`src/rtl/ioctl_loader.sv`:
```
// ioctl_loader: turns a host byte stream (valid/ready) into the MiSTer-style
// ioctl download bus. ioctl_download is held high for a setup window before
// the first write and a tail window after the last one, because the soc is
// kept in reset while it is high. ioctl_wait stalls the write strobe.
module ioctl_loader #(
    parameter int ADDR_W       = 25,
    parameter int SETUP_CYCLES = 4,
    parameter int WR_GAP       = 1,
    parameter int TAIL_CYCLES  = 4
) (
    input  logic              clk_sys,
    input  logic              reset_n,
    input  logic              start,
    input  logic              abort,
    input  logic [7:0]        index,
    input  logic [ADDR_W-1:0] length,
    input  logic              s_valid,
    input  logic [7:0]        s_data,
    output logic              s_ready,
    output logic              ioctl_download,
    output logic              ioctl_wr,
    output logic [ADDR_W-1:0] ioctl_addr,
    output logic [7:0]        ioctl_dout,
    output logic [7:0]        ioctl_index,
    input  logic              ioctl_wait,
    output logic              busy,
    output logic              done,
    output logic              aborted
);

    typedef enum logic [2:0] {
        IDLE,
        SETUP,
        FETCH,
        WRITE,
        GAP,
        TAIL
    } state_t;

    state_t            state, state_d;
    logic [7:0]        cnt, cnt_d;
    logic [ADDR_W-1:0] len_q, len_d;
    logic [ADDR_W-1:0] addr_d;
    logic [7:0]        dout_d, index_d;
    logic              download_d, wr_d, busy_d, done_d, aborted_d;

    // The only combinational output: a byte is taken exactly while fetching.
    assign s_ready = (state == FETCH);

    // State and all registered outputs; reset clears everything immediately.
    always_ff @(posedge clk_sys or negedge reset_n) begin
        if (!reset_n) begin
            state          <= IDLE;
            cnt            <= '0;
            len_q          <= '0;
            ioctl_addr     <= '0;
            ioctl_dout     <= '0;
            ioctl_index    <= '0;
            ioctl_download <= 1'b0;
            ioctl_wr       <= 1'b0;
            busy           <= 1'b0;
            done           <= 1'b0;
            aborted        <= 1'b0;
        end else begin
            state          <= state_d;
            cnt            <= cnt_d;
            len_q          <= len_d;
            ioctl_addr     <= addr_d;
            ioctl_dout     <= dout_d;
            ioctl_index    <= index_d;
            ioctl_download <= download_d;
            ioctl_wr       <= wr_d;
            busy           <= busy_d;
            done           <= done_d;
            aborted        <= aborted_d;
        end
    end

    // Next-state and next-output logic. WRITE spans two phases: waiting for
    // ioctl_wait to drop (wr low), then the single strobe cycle (wr high),
    // at whose end the address advances and the sequencer moves on.
    always_comb begin
        state_d    = state;
        cnt_d      = cnt;
        len_d      = len_q;
        addr_d     = ioctl_addr;
        dout_d     = ioctl_dout;
        index_d    = ioctl_index;
        download_d = ioctl_download;
        wr_d       = 1'b0;
        done_d     = 1'b0;
        aborted_d  = aborted;

        if (state != IDLE && abort) begin
            state_d    = IDLE;
            download_d = 1'b0;
            aborted_d  = 1'b1;
        end else begin
            case (state)
                IDLE: begin
                    if (start) begin
                        aborted_d = 1'b0;
                        if (length == '0) begin
                            done_d = 1'b1;
                        end else begin
                            len_d      = length;
                            index_d    = index;
                            addr_d     = '0;
                            cnt_d      = 8'(SETUP_CYCLES - 1);
                            download_d = 1'b1;
                            state_d    = SETUP;
                        end
                    end
                end
                SETUP: begin
                    if (cnt == 8'd0) state_d = FETCH;
                    else             cnt_d   = cnt - 8'd1;
                end
                FETCH: begin
                    if (s_valid) begin
                        dout_d  = s_data;
                        state_d = WRITE;
                    end
                end
                WRITE: begin
                    if (ioctl_wr) begin
                        if (ioctl_addr == len_q - ADDR_W'(1)) begin
                            cnt_d   = 8'(TAIL_CYCLES - 1);
                            state_d = TAIL;
                        end else begin
                            addr_d = ioctl_addr + ADDR_W'(1);
                            if (WR_GAP == 0) begin
                                state_d = FETCH;
                            end else begin
                                cnt_d   = 8'(WR_GAP - 1);
                                state_d = GAP;
                            end
                        end
                    end else if (!ioctl_wait) begin
                        wr_d = 1'b1;
                    end
                end
                GAP: begin
                    if (cnt == 8'd0) state_d = FETCH;
                    else             cnt_d   = cnt - 8'd1;
                end
                TAIL: begin
                    if (cnt == 8'd0) begin
                        download_d = 1'b0;
                        done_d     = 1'b1;
                        state_d    = IDLE;
                    end else begin
                        cnt_d = cnt - 8'd1;
                    end
                end
                default: begin
                    download_d = 1'b0;
                    state_d    = IDLE;
                end
            endcase
        end

        busy_d = (state_d != IDLE);
    end

endmodule

```
`config.mk`:
```
export PLATFORM = sky130hd
export DESIGN_NAME = ioctl_loader
export DESIGN_NICKNAME = d
export VERILOG_FILES = /design/src/rtl/ioctl_loader.sv
export SDC_FILE = /design/constraint.sdc
export NUM_CORES = 1
export LEC_CHECK = 0
export BUFFER_PORTS_ARGS = -buffer_cell sky130_fd_sc_hd__buf_4
export CORE_UTILIZATION = 30
export CTS_BUF_LIST = sky130_fd_sc_hd__clkbuf_8
export CTS_CLUSTER_SIZE = 10
export DETAILED_ROUTE_END_ITERATION = 7
export MAX_ROUTING_LAYER = met4
export PLACE_DENSITY_LB_ADDON = 0.05
export SLEW_MARGIN = 20
export SYNTH_ARGS = -nofsm -noshare
export SYNTH_HDL_FRONTEND = slang
export SYNTH_SLANG_ARGS = --single-unit
```
`constraint.sdc`:
```
create_clock -name clk_sys -period 3.2 [get_ports clk_sys]
set_input_delay 0.32 -clock clk_sys [delete_from_list [all_inputs] [get_ports clk_sys]]
set_output_delay 0.32 -clock clk_sys [all_outputs]
set_load 0.05 [all_outputs]
```
==> flow_summary_export.csv <==
group,metric,value,unit
floorplanning,boundaryPins,94,
synthesis,async_flop_share,100,%
timing,fmax,327,MHz
critical_path,worstPathRequired,3.51,ns
power,vdd_ir_drop_max,357,µV
route,ant_nets,0,
grt,grtUsageTotal,18.9,%
critical_path,cp-end-kind,"register",
timing,post-route-period-util,95.5,%
route,viasPerCell,5.19,
critical_path,slowest_stage,"or4_1",
synthesis,post_synth_num_cell_types,64,
hold_path,hold_path_class,"in -> reg",
grt,grt_max_degree,48,
layout,diodes,0,
critical_path,crit_type,"reg -> reg",
critical_path,r2r_end,"ioctl_addr[12]",
layout,drive_gt1_share,25.3,%
hold_path,hold-path-cell-count,2,
synthesis,netlist_area,0.00488,mm²
route,drc,0,
status,run_status,"complete, no violations",
hold_path,min_to,"ioctl_wr",
synthesis,synth_ff_type,"dfrtp_1",
critical_path,slowest_delay,0.65,ns
placed_design,dp_cells,871,
timing,setup-tns-final,0,ns
timing,fin_skew,0.00941,ns
route,wl_per_cell,17.2,µm
synthesis,ys_seq_elements,82,
floorplanning,die_area,0.0168,mm²
power,powerDensity,796,mW/mm²
layout,multi_input_area,0.00271,mm²
layout,nNetsFinal,727,
route,drtIter0Drc,238,
synthesis,netlist_instances,565,
floorplanning,start_util,30.7,%
floorplanning,rows,46,
floorplanning,core_area,0.0159,mm²
cts,clk_latency,0.37,ns
synthesis,seq_area_frac_synth,42.0,%
timing,period_needed,3.06,ns
timing,tightest_slew,0.542,ns
cts,numCtsBuffers,9,
route,dr.pass1.iters,4,
placed_design,dp_hpwl,10.9,mm
layout,seq_area,0.00205,mm²
cts,cts_buffer_depth,2,
placed_design,port_buffers,93,
critical_path,critPathArrivalTime,3.36,ns
synthesis,avgSynthCellArea,8.64,µm²
floorplanning,die_w,130,µm
layout,final_cells,897,
synthesis,synth.net_count,615,
timing,relSlewSlack,63.6,%
layout,area_growth,28.7,%
synthesis,yosysWarnings,0,
hold_path,min-delay-start,"ioctl_wait",
cts,cts_tree,"built",
cts,cts-root-buf,"clkbuf_8",
grt,antenna_found_initial,0,
floorplanning,die_h,130,µm
synthesis,synth_edf_count,0,
placed_design,gp_congestion,0.829,
grt,grt_pass1_wl,23.4,mm
route,via_count,4658,
critical_path,reg2reg_depth,10,
power,p_leak,2.88,nW
grt,grt_overflow,0,
critical_path,path_max_fanout,12,
timing,hold_viol_final,0,
cts,htree_levels,3,
grt,grt_pass1_vias,4394,
critical_path,start_kind,"register",
timing,drv_slew,0,
critical_path,worstPathCellList,"buf_4 > or4_1 > nor2_4 > nand4b_1 > mux2i_1 > nor4b_2 > buf_4 > and4_4 > or4_1 > a21oi_1",
layout,utilization,39.6,%
route,wl,15.4,mm
critical_path,r2r_slack,0.14,ns
cts,path_clk_slew,0.09,ns
critical_path,rr_startpoint,"len_q[0]",
power,power.total,0.00500,W
job,maxCapViolCount,0,
layout,fillerInstances,1663,
cts,cts_sinks,82,
timing,setup_viol,0,
-- how the worst max path moves through the flow --
stage | from | endpoint | slack, ns | cells past startpoint
2_1_floorplan | len_q[0] | ioctl_addr[20] | 0.22 | 12
3_3_place_gp | len_q[1] | ioctl_addr[22] | 0.10 | 10
3_5_place_dp | len_q[1] | ioctl_addr[22] | 0.03 | 10
4_1_cts | len_q[1] | ioctl_addr[22] | 0.02 | 10
5_1_grt | len_q[1] | ioctl_addr[24] | -0.01 | 11
6_report | len_q[0] | ioctl_addr[12] | 0.14 | 10
-- through the flow --
step                hold slack [ns]  instance area (µm²)  setup WS (ns)
floorplan                    0.0244                 4880          0.222
global placement              0.301                 5920          0.103
detailed placement            0.307                 5920         0.0337
CTS                          0.0777                 6160         0.0182
global route                 0.0763                 6280        -0.0111
finish                       0.0932                 6280          0.143
-- logic make-up (layout without fill, tap and decap cells) --
logic type	count (synthesis)	count (layout)	synth area share, %
compound gates	90	90	12.0
xor+xnor	36	36	6.46
fa+ha+maj	3	3	0.769
buf+inv	46	158	4.25
flops	82	82	42.0
mux	14	14	3.08
simple gates	294	298	31.4
-- layout by cell type (no fill, tap or decap), types with 17 or more instances in the layout --
cell type	netlist	final
buf_4	0	127
nand2_1	123	123
dfrtp_1	82	82
nor2_1	32	30
o21ai_0	24	23
nand3_1	19	19
nor4_1	19	18
a21oi_1	18	18
xor2_1	18	18
xnor2_1	18	18
or4_1	17	17
-- metal layers --
metal / up-vias / GRT usage (%) / wire [µm]
met2: 106 / 28.9 / 7180
li1: 2267 / - / -
met4: 0 / 7.39 / 269
met3: 21 / 2.35 / 399
met1: 2264 / 25.4 / 7600
met5: - / - / 0
-- timing repair --
action | in CTS | in global routing
hold buffers | 1 | 0
buffers inserted | 0 | 6
setup endpoints to repair | 0 | 27
endpoints found under the hold margin | 30 | 0
resized for setup | 0 | 11
-- cells in the mapped netlist (2+ instances only) --
master	number	share of area, %
and4_1	6	1.1
and2_1	5	0.64
o31ai_1	3	0.46
ha_1	3	0.77
o22a_1	2	0.36
nand2b_1	6	0.77
nor2b_1	3	0.38
nor3_1	11	1.1
o22ai_1	4	0.51
o21ai_1	3	0.31
nor4b_2	2	0.62
xnor2_1	18	3.2
nand2_1	123	9.5
o21ai_0	24	2.5
mux2i_1	6	1.2
mux2_2	8	1.8
and3_1	4	0.51
xor2_1	18	3.2
or3_1	16	2.1
buf_6	4	0.92
buf_2	4	0.41
or4_4	2	0.46
dfrtp_1	82	42
a211oi_1	2	0.31
nor4_1	19	2.4
nand4b_1	3	0.54
a31oi_1	7	0.90
nand4_1	14	1.8
o211ai_1	9	1.4
inv_1	15	1.2
nand3_1	19	1.9
o32ai_1	2	0.36
or4_1	17	2.6
nor2_1	32	2.5
buf_1	2	0.15
nand3b_1	2	0.31
clkbuf_1	21	1.6
a21oi_1	18	1.8
-- critical path, delay by kind of cell (launching register included) --
kind / cells / cell delay (ns)
AND/OR/NAND/NOR: 6 / 1.87
multiplexers: 1 / 0.26
flip-flops: 1 / 0.39
AO/OA/AOI/OAI: 1 / 0.15
buffers and inverters: 2 / 0.33
-- where the power goes --
part           internal [W]  leakage (nW)  switching, W
logic              0.000916          1.69       0.00149
registers           0.00134          1.07      0.000353
clock network      0.000512         0.120      0.000399
total               0.00277          2.88       0.00224
-- layout make-up --
type,count,area share (%)
clock inverters,6,1.71
repair buffers,128,15.3
multi-input cells,441,43.1
flip-flops and latches,82,32.6
clock buffers,9,1.97
well taps,216,4.30
inverters,15,0.896
-- flip-flops by register name, summed over array words and instances (netlist names) --
name,count
ioctl_dout,8
ioctl_addr,25
ioctl_download,1
ioctl_index,8
done,1
busy,1
cnt,8
ioctl_wr,1
len_q,25
state,3
aborted,1
(Power assumes the default switching activity.)
